<file path="src/rtl/dispatch_queue_pkg.sv">
// Shared definitions for the dispatch queue.
// - Internal opcode numbering and the class range bounds (LS: LB..SW, BR: JAL..BGEU).
// - Instruction class enum used to steer an entry to its reservation station.
// - Default operand widths and the generic Valid/Invalid/Enable/Disable/Null constants.
// - op_class(): maps an opcode to its class.
package dispatch_queue_pkg;

  localparam int TAG_W_DEF  = 4;
  localparam int DATA_W_DEF = 32;
  localparam int OP_W_DEF   = 6;

  // Opcode map: branches and loads/stores occupy contiguous ranges.
  localparam int unsigned OP_NOP   = 0;
  localparam int unsigned OP_LUI   = 1;
  localparam int unsigned OP_AUIPC = 2;
  localparam int unsigned OP_JAL   = 3;
  localparam int unsigned OP_JALR  = 4;
  localparam int unsigned OP_BEQ   = 5;
  localparam int unsigned OP_BNE   = 6;
  localparam int unsigned OP_BLT   = 7;
  localparam int unsigned OP_BGE   = 8;
  localparam int unsigned OP_BLTU  = 9;
  localparam int unsigned OP_BGEU  = 10;
  localparam int unsigned OP_LB    = 11;
  localparam int unsigned OP_LH    = 12;
  localparam int unsigned OP_LW    = 13;
  localparam int unsigned OP_LBU   = 14;
  localparam int unsigned OP_LHU   = 15;
  localparam int unsigned OP_SB    = 16;
  localparam int unsigned OP_SH    = 17;
  localparam int unsigned OP_SW    = 18;
  localparam int unsigned OP_ADDI  = 19;
  localparam int unsigned OP_ADD   = 20;
  localparam int unsigned OP_SUB   = 21;
  localparam int unsigned OP_AND   = 22;
  localparam int unsigned OP_OR    = 23;
  localparam int unsigned OP_XOR   = 24;

  localparam int unsigned OP_LS_LO = OP_LB;
  localparam int unsigned OP_LS_HI = OP_SW;
  localparam int unsigned OP_BR_LO = OP_JAL;
  localparam int unsigned OP_BR_HI = OP_BGEU;

  typedef enum logic [1:0] {
    CLS_ALU = 2'd0,
    CLS_LS  = 2'd1,
    CLS_BR  = 2'd2
  } cls_e;

  localparam logic        VALID   = 1'b1;
  localparam logic        INVALID = 1'b0;
  localparam logic        ENABLE  = 1'b1;
  localparam logic        DISABLE = 1'b0;
  localparam int unsigned NULL_V  = 0;

  function automatic cls_e op_class(input int unsigned op);
    if (op >= OP_LS_LO && op <= OP_LS_HI) begin
      return CLS_LS;
    end else if (op >= OP_BR_LO && op <= OP_BR_HI) begin
      return CLS_BR;
    end
    return CLS_ALU;
  endfunction

endpackage

</file>
<file path="src/rtl/dispatch_operand_slot.sv">
// One held source operand (valid/tag/data) of a dispatch queue entry.
// Ports:
//   clk_i, rst_i      clock, synchronous active-high reset
//   en_i              global ready; low freezes the slot
//   clear_i           flush: slot returns to invalid/zero
//   load_i            capture load_* (entry is being enqueued)
//   load_valid_i/tag_i/data_i  operand as resolved at enqueue
//   cdb_valid_i/tag_i/data_i   CDB broadcast ports (packed, port k at slice k)
//   fwd_valid_o/tag_o/data_o   held operand with this cycle's CDB match applied
// A valid operand always carries a null tag so the forwarded view is canonical.
module dispatch_operand_slot
  import dispatch_queue_pkg::*;
#(
  parameter int TAG_W  = TAG_W_DEF,
  parameter int DATA_W = DATA_W_DEF,
  parameter int CDB_N  = 2
) (
  input  logic                    clk_i,
  input  logic                    rst_i,
  input  logic                    en_i,
  input  logic                    clear_i,
  input  logic                    load_i,
  input  logic                    load_valid_i,
  input  logic [TAG_W-1:0]        load_tag_i,
  input  logic [DATA_W-1:0]       load_data_i,
  input  logic [CDB_N-1:0]        cdb_valid_i,
  input  logic [CDB_N*TAG_W-1:0]  cdb_tag_i,
  input  logic [CDB_N*DATA_W-1:0] cdb_data_i,
  output logic                    fwd_valid_o,
  output logic [TAG_W-1:0]        fwd_tag_o,
  output logic [DATA_W-1:0]       fwd_data_o
);

  logic              valid_q, valid_d;
  logic [TAG_W-1:0]  tag_q, tag_d;
  logic [DATA_W-1:0] data_q, data_d;
  logic              hit;
  logic [DATA_W-1:0] hit_data;

  // Ports never carry the same tag, so at most one can hit.
  always_comb begin
    hit      = INVALID;
    hit_data = '0;
    for (int k = 0; k < CDB_N; k++) begin
      if (cdb_valid_i[k] && (cdb_tag_i[k*TAG_W +: TAG_W] == tag_q)) begin
        hit      = VALID;
        hit_data = cdb_data_i[k*DATA_W +: DATA_W];
      end
    end
  end

  always_comb begin
    valid_d = valid_q;
    tag_d   = tag_q;
    data_d  = data_q;
    if (clear_i) begin
      valid_d = INVALID;
      tag_d   = TAG_W'(NULL_V);
      data_d  = DATA_W'(NULL_V);
    end else if (load_i) begin
      valid_d = load_valid_i;
      tag_d   = load_tag_i;
      data_d  = load_data_i;
    end else if (!valid_q && hit) begin
      valid_d = VALID;
      tag_d   = TAG_W'(NULL_V);
      data_d  = hit_data;
    end
  end

  always_ff @(posedge clk_i) begin
    if (rst_i) begin
      valid_q <= INVALID;
      tag_q   <= '0;
      data_q  <= '0;
    end else if (en_i) begin
      valid_q <= valid_d;
      tag_q   <= tag_d;
      data_q  <= data_d;
    end
  end

  assign fwd_valid_o = valid_q | hit;
  assign fwd_tag_o   = (valid_q | hit) ? TAG_W'(NULL_V) : tag_q;
  assign fwd_data_o  = valid_q ? data_q : (hit ? hit_data : data_q);

endmodule

</file>
<file path="src/rtl/dispatch_queue.sv">
// In-order dispatch buffer between ID and the ALU/LoadStore/Branch reservation
// stations. Operands are resolved at enqueue (RegFile > ROB > CDB), woken from
// the CDBs while held, and forwarded from the CDBs again on the issue cycle.
// Ports:
//   clk_in, rst_in, rdy_in, clear_i      clock, sync reset, global ready, flush
//   disp_en_i / disp_ready_o             ID offer / queue not full
//   op_i, imm_i, pc_i, des_i, bp_i       decoded instruction
//   regN_valid_i/tag_i/data_i            RegFile sources (N = 1, 2)
//   ROB_regN_re_o/tag_o, ROB_regN_valid_i/data_i   ROB operand lookup
//   cdb_valid_i/tag_i/data_i             CDB broadcasts (packed, port k at slice k)
//   alu/ls/br_full_i, alu/ls/br_we_o     RS backpressure / issue strobes
//   op_o .. bp_o, regN_valid_o/tag_o/data_o   head payload (zero when empty)
// Handshake: an instruction moves into the queue on a cycle where disp_en_i,
// disp_ready_o and rdy_in are high and clear_i is low; it moves to an RS on a
// cycle where its we_o is high, which happens only when that RS is not full.
module dispatch_queue
  import dispatch_queue_pkg::*;
#(
  parameter int DEPTH  = 4,
  parameter int CDB_N  = 2,
  parameter int TAG_W  = TAG_W_DEF,
  parameter int DATA_W = DATA_W_DEF,
  parameter int OP_W   = OP_W_DEF
) (
  input  logic                    clk_in,
  input  logic                    rst_in,
  input  logic                    rdy_in,
  input  logic                    clear_i,
  input  logic                    disp_en_i,
  output logic                    disp_ready_o,
  input  logic [OP_W-1:0]         op_i,
  input  logic [DATA_W-1:0]       imm_i,
  input  logic [DATA_W-1:0]       pc_i,
  input  logic [TAG_W-1:0]        des_i,
  input  logic                    bp_i,
  input  logic                    reg1_valid_i,
  input  logic [TAG_W-1:0]        reg1_tag_i,
  input  logic [DATA_W-1:0]       reg1_data_i,
  input  logic                    reg2_valid_i,
  input  logic [TAG_W-1:0]        reg2_tag_i,
  input  logic [DATA_W-1:0]       reg2_data_i,
  output logic                    ROB_reg1_re_o,
  output logic [TAG_W-1:0]        ROB_reg1_tag_o,
  input  logic                    ROB_reg1_valid_i,
  input  logic [DATA_W-1:0]       ROB_reg1_data_i,
  output logic                    ROB_reg2_re_o,
  output logic [TAG_W-1:0]        ROB_reg2_tag_o,
  input  logic                    ROB_reg2_valid_i,
  input  logic [DATA_W-1:0]       ROB_reg2_data_i,
  input  logic [CDB_N-1:0]        cdb_valid_i,
  input  logic [CDB_N*TAG_W-1:0]  cdb_tag_i,
  input  logic [CDB_N*DATA_W-1:0] cdb_data_i,
  input  logic                    alu_full_i,
  input  logic                    ls_full_i,
  input  logic                    br_full_i,
  output logic                    alu_we_o,
  output logic                    ls_we_o,
  output logic                    br_we_o,
  output logic [OP_W-1:0]         op_o,
  output logic [DATA_W-1:0]       imm_o,
  output logic [DATA_W-1:0]       pc_o,
  output logic [TAG_W-1:0]        des_o,
  output logic                    bp_o,
  output logic                    reg1_valid_o,
  output logic [TAG_W-1:0]        reg1_tag_o,
  output logic [DATA_W-1:0]       reg1_data_o,
  output logic                    reg2_valid_o,
  output logic [TAG_W-1:0]        reg2_tag_o,
  output logic [DATA_W-1:0]       reg2_data_o
);

  localparam int PTR_W = $clog2(DEPTH);
  localparam int CNT_W = PTR_W + 1;

  logic [PTR_W-1:0] head_q, head_d, tail_q, tail_d;
  logic [CNT_W-1:0] count_q, count_d;
  logic [DEPTH-1:0] ent_valid_q, ent_valid_d;

  // Payload is qualified by ent_valid_q, so it needs no reset.
  logic [OP_W-1:0]   op_q   [DEPTH];
  logic [DATA_W-1:0] imm_q  [DEPTH];
  logic [DATA_W-1:0] pc_q   [DEPTH];
  logic [TAG_W-1:0]  des_q  [DEPTH];
  logic              bp_q   [DEPTH];
  cls_e              cls_q  [DEPTH];

  logic              enq, issue, show, head_valid, class_full;
  cls_e              head_cls;

  // Per-source views (index 0 = reg1, 1 = reg2).
  logic              src_rf_v   [2];
  logic [TAG_W-1:0]  src_rf_tag [2];
  logic [DATA_W-1:0] src_rf_data[2];
  logic              src_rob_v  [2];
  logic [DATA_W-1:0] src_rob_data[2];
  logic              enq_v      [2];
  logic [TAG_W-1:0]  enq_tag    [2];
  logic [DATA_W-1:0] enq_data   [2];

  logic [DEPTH-1:0]  fwd_v      [2];
  logic [TAG_W-1:0]  fwd_tag    [2][DEPTH];
  logic [DATA_W-1:0] fwd_data   [2][DEPTH];

  assign src_rf_v[0]     = reg1_valid_i;
  assign src_rf_tag[0]   = reg1_tag_i;
  assign src_rf_data[0]  = reg1_data_i;
  assign src_rob_v[0]    = ROB_reg1_valid_i;
  assign src_rob_data[0] = ROB_reg1_data_i;
  assign src_rf_v[1]     = reg2_valid_i;
  assign src_rf_tag[1]   = reg2_tag_i;
  assign src_rf_data[1]  = reg2_data_i;
  assign src_rob_v[1]    = ROB_reg2_valid_i;
  assign src_rob_data[1] = ROB_reg2_data_i;

  assign ROB_reg1_re_o  = disp_en_i & ~reg1_valid_i;
  assign ROB_reg1_tag_o = ROB_reg1_re_o ? reg1_tag_i : TAG_W'(NULL_V);
  assign ROB_reg2_re_o  = disp_en_i & ~reg2_valid_i;
  assign ROB_reg2_tag_o = ROB_reg2_re_o ? reg2_tag_i : TAG_W'(NULL_V);

  // Operand resolution at enqueue: RegFile, then ROB, then a same-cycle CDB hit.
  always_comb begin
    for (int s = 0; s < 2; s++) begin
      enq_v[s]    = INVALID;
      enq_tag[s]  = src_rf_tag[s];
      enq_data[s] = DATA_W'(NULL_V);
      if (src_rf_v[s]) begin
        enq_v[s]    = VALID;
        enq_tag[s]  = TAG_W'(NULL_V);
        enq_data[s] = src_rf_data[s];
      end else if (src_rob_v[s]) begin
        enq_v[s]    = VALID;
        enq_tag[s]  = TAG_W'(NULL_V);
        enq_data[s] = src_rob_data[s];
      end else begin
        for (int k = 0; k < CDB_N; k++) begin
          if (cdb_valid_i[k] && (cdb_tag_i[k*TAG_W +: TAG_W] == src_rf_tag[s])) begin
            enq_v[s]    = VALID;
            enq_tag[s]  = TAG_W'(NULL_V);
            enq_data[s] = cdb_data_i[k*DATA_W +: DATA_W];
          end
        end
      end
    end
  end

  assign disp_ready_o = (count_q != CNT_W'(DEPTH));
  // No pass-through at full: admission looks only at the registered count.
  assign enq        = disp_en_i & disp_ready_o & rdy_in & ~clear_i;
  assign head_valid = ent_valid_q[head_q];
  assign head_cls   = cls_q[head_q];

  always_comb begin
    class_full = alu_full_i;
    case (head_cls)
      CLS_LS:  class_full = ls_full_i;
      CLS_BR:  class_full = br_full_i;
      default: class_full = alu_full_i;
    endcase
  end

  assign issue = head_valid & ~class_full & rdy_in & ~clear_i;
  assign show  = head_valid & ~clear_i;

  always_comb begin
    head_d      = head_q;
    tail_d      = tail_q;
    count_d     = count_q;
    ent_valid_d = ent_valid_q;
    if (clear_i) begin
      head_d      = '0;
      tail_d      = '0;
      count_d     = '0;
      ent_valid_d = '0;
    end else begin
      if (enq) begin
        ent_valid_d[tail_q] = VALID;
        tail_d              = tail_q + PTR_W'(1);
      end
      if (issue) begin
        ent_valid_d[head_q] = INVALID;
        head_d              = head_q + PTR_W'(1);
      end
      if (enq && !issue) begin
        count_d = count_q + CNT_W'(1);
      end else if (!enq && issue) begin
        count_d = count_q - CNT_W'(1);
      end
    end
  end

  always_ff @(posedge clk_in) begin
    if (rst_in) begin
      head_q      <= '0;
      tail_q      <= '0;
      count_q     <= '0;
      ent_valid_q <= '0;
    end else if (rdy_in) begin
      head_q      <= head_d;
      tail_q      <= tail_d;
      count_q     <= count_d;
      ent_valid_q <= ent_valid_d;
    end
  end

  always_ff @(posedge clk_in) begin
    if (enq) begin
      op_q[tail_q]  <= op_i;
      imm_q[tail_q] <= imm_i;
      pc_q[tail_q]  <= pc_i;
      des_q[tail_q] <= des_i;
      bp_q[tail_q]  <= bp_i;
      cls_q[tail_q] <= op_class(32'(op_i));
    end
  end

  for (genvar e = 0; e < DEPTH; e++) begin : g_ent
    for (genvar s = 0; s < 2; s++) begin : g_src
      dispatch_operand_slot #(
        .TAG_W (TAG_W),
        .DATA_W(DATA_W),
        .CDB_N (CDB_N)
      ) u_slot (
        .clk_i       (clk_in),
        .rst_i       (rst_in),
        .en_i        (rdy_in),
        .clear_i     (clear_i),
        .load_i      (enq && (tail_q == PTR_W'(e))),
        .load_valid_i(enq_v[s]),
        .load_tag_i  (enq_tag[s]),
        .load_data_i (enq_data[s]),
        .cdb_valid_i (cdb_valid_i),
        .cdb_tag_i   (cdb_tag_i),
        .cdb_data_i  (cdb_data_i),
        .fwd_valid_o (fwd_v[s][e]),
        .fwd_tag_o   (fwd_tag[s][e]),
        .fwd_data_o  (fwd_data[s][e])
      );
    end
  end

  assign alu_we_o = issue & (head_cls == CLS_ALU);
  assign ls_we_o  = issue & (head_cls == CLS_LS);
  assign br_we_o  = issue & (head_cls == CLS_BR);

  assign op_o         = show ? op_q[head_q]  : '0;
  assign imm_o        = show ? imm_q[head_q] : '0;
  assign pc_o         = show ? pc_q[head_q]  : '0;
  assign des_o        = show ? des_q[head_q] : '0;
  assign bp_o         = show & bp_q[head_q];
  assign reg1_valid_o = show & fwd_v[0][head_q];
  assign reg1_tag_o   = show ? fwd_tag[0][head_q]  : '0;
  assign reg1_data_o  = show ? fwd_data[0][head_q] : '0;
  assign reg2_valid_o = show & fwd_v[1][head_q];
  assign reg2_tag_o   = show ? fwd_tag[1][head_q]  : '0;
  assign reg2_data_o  = show ? fwd_data[1][head_q] : '0;

endmodule
</file>
<file path="config.mk">
export PLATFORM = sky130hd
export DESIGN_NAME = dispatch_queue
export DESIGN_NICKNAME = d
export VERILOG_FILES = /design/src/rtl/dispatch_queue_pkg.sv /design/src/rtl/dispatch_operand_slot.sv /design/src/rtl/dispatch_queue.sv
export SDC_FILE = /design/constraint.sdc
export NUM_CORES = 2
export LEC_CHECK = 0
export ABC_CLOCK_PERIOD_IN_PS = 7550
export BUFFER_PORTS_ARGS = -buffer_cell sky130_fd_sc_hd__buf_4
export CORE_MARGIN = 2
export CORE_UTILIZATION = 40
export DETAILED_ROUTE_END_ITERATION = 12
export SETUP_SLACK_MARGIN = 0.3
export SYNTH_ARGS = -nofsm -noshare
export SYNTH_HDL_FRONTEND = slang
export SYNTH_SLANG_ARGS = --single-unit
</file>
<file path="constraint.sdc">
create_clock -name clk_in -period 7.55 [get_ports clk_in]
set_clock_uncertainty 0.2 [all_clocks]
set_input_delay 0 -clock clk_in [delete_from_list [all_inputs] [get_ports clk_in]]
set_output_delay 0 -clock clk_in [all_outputs]
set_load 0.02 [all_outputs]
</file>
==> out/results.txt <==
Of the total synthesized cell area, the portion taken by XOR and XNOR cells is 1.21%. The tools report the share of total power in the clock network as 42.4%. The cell repeated most along the worst path was sky130_fd_sc_hd__buf_4. The synthesized netlist devotes 0.435% of its cell area to adder and majority cells. For the pin with the worst max-slew slack, the measured transition is 1.26 ns.

The internal power of the cells totals 5930 µW. The die covers 93000 µm². Summing the areas of all compound-gate instances in the mapped netlist gives 28.6% of the synthesized area. The run gives 4731 as the net total in the final layout. The clock sink count was 617; the cell count after placement was 5092.

On the worst path, the slowest cell contributes a delay of 1.03 ns. 460 I/O pins were placed. The endpoint class of the critical path is an output port. The initial utilization of the core area, before any placement, comes to 40.3%. The tools report the row count as 110. In this run the vertical extent of the chip is 305 µm. The tools report the sequential cell area fraction in the yosys report as 42.6%. In this run the clock root is driven by a sky130_fd_sc_hd__clkbuf_16. The fraction of layout instances using a drive strength above 1 is 19.1%. Setup violations remaining at the end of the flow were counted as 0. The max-slew violation total from the final report was 0; the remaining number of nets flagged by the antenna check after routing was 0. Along the worst path, the maximum fanout reaches 33.

Derived from the worst setup path, the maximum achievable clock frequency is 0.199 GHz. The tools report the combined flip-flop and latch cell area as 15400 µm². Summed over all layers, the routed wires come to 157 mm. Setup repair after global routing left no endpoint under its margin. The largest delay contributor family on the critical path was buffers and inverters. Die span in x: 305 µm.

The wire length of the first global-routing pass is 233 mm, and the number of unique standard cell types used by synthesis is 73. Across the VDD grid, the largest voltage drop is 214 µV. The worst path uses 66.7% of the clock period. Detailed placement ended at an HPWL of 91.2 mm. The critical setup path kind was reg -> out. The average wire length per cell after detail routing is 27.8 µm. The tools report the launch point of the worst reg-to-reg path as g_ent[1].g_src[1].u_slot.tag_q[3].

The tools report the max-slew headroom at the worst pin as 15.7%. Buffers added to address setup during post-CTS repair amount to 0. The net count after synthesis is 4236.

The number of fillers in the final layout came out at 8123. The max capacitance violation total was 0; the via density per instance was 6.62. The tools report the smallest hold slack as 0.0421 ns. STA classifies the critical path startpoint as a register.

Leaving out fill and tap cells, the most frequent cell in the layout is sky130_fd_sc_hd__nand2_1. Summed over all layers, the global routing overflow is 0. Traced cell by cell, the critical path runs through inv_1 -> nor2_4 -> buf_4 -> o211ai_1 -> a41oi_1 -> buf_4.

The total routing usage reported by global routing came out at 32.5%. For the clock buffer count from CTS, the log shows 72. The run gives 37500 as the count of vias placed by the detailed router. The kind of path behind the tightest hold check was in -> reg. The area share of and/or/nand/nor cells after synthesis was 15.6%.

After detailed routing, the number of remaining DRC violations is 0. The summed instance area of the synthesized netlist is 36200 µm², and the count of buffer and inverter cells on the critical path is 3. Before antenna repair, the detailed router went through 9 iterations.

Of the total power, combinational logic draws 13.9%. For the footprint of the multi-input gates, the log shows 18700 µm². The startpoint identified for the worst hold timing path is reg1_tag_i[3]. Relative to the synthesized area, the layout overhead comes to 28.0%. Averaged over all synthesized cells, the footprint is 9.22 µm². The number of synthesized flops with an enable pin works out to 308. The number of antenna violations at the first check in global routing was 16; the worst path arrival time was 4.83 ns. In this run the tool buffered the top-level ports with 459 buffer cells. The total power divided by cell area was 176 nW/µm².

At the later pin of the worst-skew pair, clock insertion delay measures 0.66 ns. The switching power summed over all nets was 2220 µW. The post-route minimum period came out at 5.03 ns. The count of H-tree levels built during CTS was 3. The logs give 0.0163 µW for the static leakage power and 89900 µm² for the core region area. The portion of synthesized area spent on multiplexers is 4.93%. Once layout is complete, the cells apart from fillers number 5661. The placer's final routability congestion estimate came out at 0.910. The count of final hold-check violations was 0; the portion of total power attributed to sequential cells was 43.7%. Summing internal, switching and leakage power gives 8150 µW.

In this run the deepest clock path goes through 3 buffers. The proportion of total power due to net switching was 27.2%. The largest family of logic cells by synthesized area is compound AO/OA/AOI/OAI gates. The count of synthesis-stage warnings from yosys was 0; the pin count of the biggest net entering global routing was 113. Master of the slowest instance on the critical path: sky130_fd_sc_hd__nor2_4. The clock-pin slew reported for the worst setup and hold paths after clock tree synthesis works out to 0.07 ns. The origin of the worst setup path was head_q[1].

The flow ran to the end, and the final reports show no timing, DRC or antenna violations. Setup total negative slack on the finished layout was measured at 0 ns. The via count of the first global-routing pass was 36100. The count of routing violations after the opening detailed-route iteration came out at 4931.

Most frequently used flop master after synthesis: sky130_fd_sc_hd__dfxtp_1. Counting flops and latches in the post-synthesis netlist gives 617. In the synthesized netlist the async set-or-reset flop fraction comes to 0%.

Leaving out fill and tap cells, the most frequent cells in the layout are sky130_fd_sc_hd__nand2_1, sky130_fd_sc_hd__buf_4, sky130_fd_sc_hd__dlygate4sd3_1. TritonCTS built the clock tree. In the synthesized netlist, the number of instances is 3927. For the worst setup path, the data required time is 7.35 ns.
[cells in the mapped netlist (5+ instances only)]
cell	n	share of area, %
sky130_fd_sc_hd__clkbuf_1	388	4.0
sky130_fd_sc_hd__a221oi_1	146	3.5
sky130_fd_sc_hd__nand3_1	263	3.6
sky130_fd_sc_hd__xor2_1	22	0.53
sky130_fd_sc_hd__a41oi_1	62	1.5
sky130_fd_sc_hd__a21oi_1	179	2.5
sky130_fd_sc_hd__o221ai_1	5	0.12
sky130_fd_sc_hd__nor3_1	40	0.55
sky130_fd_sc_hd__and2_1	14	0.24
sky130_fd_sc_hd__a22oi_1	61	1.3
sky130_fd_sc_hd__nand4_1	35	0.60
sky130_fd_sc_hd__dfxtp_1	309	17
sky130_fd_sc_hd__a211oi_1	37	0.77
sky130_fd_sc_hd__and3_1	80	1.4
sky130_fd_sc_hd__buf_4	8	0.17
sky130_fd_sc_hd__a31o_1	21	0.51
sky130_fd_sc_hd__a22o_1	163	3.9
sky130_fd_sc_hd__a221o_1	34	0.94
sky130_fd_sc_hd__a32o_1	66	1.8
sky130_fd_sc_hd__buf_6	13	0.40
sky130_fd_sc_hd__inv_1	27	0.28
sky130_fd_sc_hd__o2111ai_1	5	0.12
sky130_fd_sc_hd__buf_1	56	0.58
sky130_fd_sc_hd__nand2b_1	22	0.38
sky130_fd_sc_hd__ha_1	11	0.38
sky130_fd_sc_hd__nor2b_1	14	0.24
sky130_fd_sc_hd__a2bb2oi_1	31	0.75
sky130_fd_sc_hd__o21ai_0	68	0.94
sky130_fd_sc_hd__nand2_1	670	6.9
sky130_fd_sc_hd__or2_2	5	0.086
sky130_fd_sc_hd__or3_1	12	0.21
sky130_fd_sc_hd__a21boi_0	31	0.64
sky130_fd_sc_hd__mux4_2	78	4.9
sky130_fd_sc_hd__edfxtp_1	308	26
sky130_fd_sc_hd__a31o_2	73	1.8
sky130_fd_sc_hd__o22ai_1	99	1.7
sky130_fd_sc_hd__o32ai_1	31	0.75
sky130_fd_sc_hd__buf_2	75	1.0
sky130_fd_sc_hd__nor2_1	69	0.72
sky130_fd_sc_hd__o21a_1	10	0.21
sky130_fd_sc_hd__a31oi_1	5	0.086
sky130_fd_sc_hd__o211ai_1	194	4.0
sky130_fd_sc_hd__xnor2_1	28	0.68
sky130_fd_sc_hd__or4_1	6	0.12
[worst min-delay path, delay by kind of cell]
kind / cells / cell delay [ns]
AO/OA/AOI/OAI: 1 / 0.08
buffers and inverters: 2 / 0.71
AND/OR/NAND/NOR: 1 / 0.08
[power groups by stage]
stage | Combinational [µW] | Clock, µW | Sequential (µW)
after floorplan | 525 | 0 | 3630
after global placement | 911 | 0 | 3630
after detailed placement | 918 | 0 | 3630
after CTS | 1090 | 3480 | 3560
after global routing | 1180 | 3610 | 3560
final | 1130 | 3460 | 3560
[cells by family after synthesis]
kind of cell,Yosys count
adder cells (fa/ha/maj),12
AO/OA/AOI/OAI,1341
XOR/XNOR,50
flip-flops,617
multiplexers,81
buffers and inverters,575
AND/OR/NAND/NOR,1251
[flip-flops by register name, indices dropped and copies added (netlist names), named ones only]
signal,count
g_ent.g_src.u_slot.valid_q,8
des_q,16
head_q,2
g_ent.g_src.u_slot.tag_q,32
ent_valid_q,4
cls_q,8
bp_q,4
g_ent.g_src.u_slot.data_q,256
count_q,3
op_q,24
pc_q,128
imm_q,128
tail_q,2
[what timing repair did]
action / in CTS / in global routing
endpoints found under the hold margin: 617 / 0
gates resized for setup: 0 / 0
hold buffers: 432 / 0
[metal layers]
| layer | share of wire (%) | global-route usage, % | up-vias |
|---|---|---|---|
| li1 | - | - | 16200 |
| met1 | 38 | 41.3 | 18200 |
| met2 | 45 | 50.8 | 2505 |
| met3 | 12 | 8.98 | 535 |
| met4 | 5.1 | 16.1 | 22 |
| met5 | 0.093 | 0 | - |
[stage by stage]
stage                     worst slack, ns  cell area [µm²]  utilization (%)
after detailed placement             3.40            39700             44.2
after CTS                            2.70            46400             51.6
after floorplan                      3.10            36200                -
final                                2.52            46400             51.6
after global placement               3.45            39700             44.2
after global routing                 2.50            46400             51.6
[final timing paths]
path              slack, ns  cells after the start                                  end
setup / recovery       2.52                      6                      reg2_data_o[22]
setup reg to reg       2.91                     10  g_ent[1].g_src[1].u_slot.data_q[10]
hold / removal         0.04                      4    g_ent[1].g_src[0].u_slot.tag_q[3]
hold reg to reg        0.26                      1  g_ent[1].g_src[1].u_slot.data_q[13]
[layout make-up]
type | instances | area share (%)
inverter | 32 | 0.316
clock inverter | 34 | 0.777
sequential | 617 | 33.3
tap | 1176 | 3.17
clock buffer | 97 | 4.22
timing repair buffer | 964 | 17.9
multi-input combinational | 2735 | 40.2
antenna | 6 | 0.0324
Note: power is estimated with default switching activity, not from simulation.
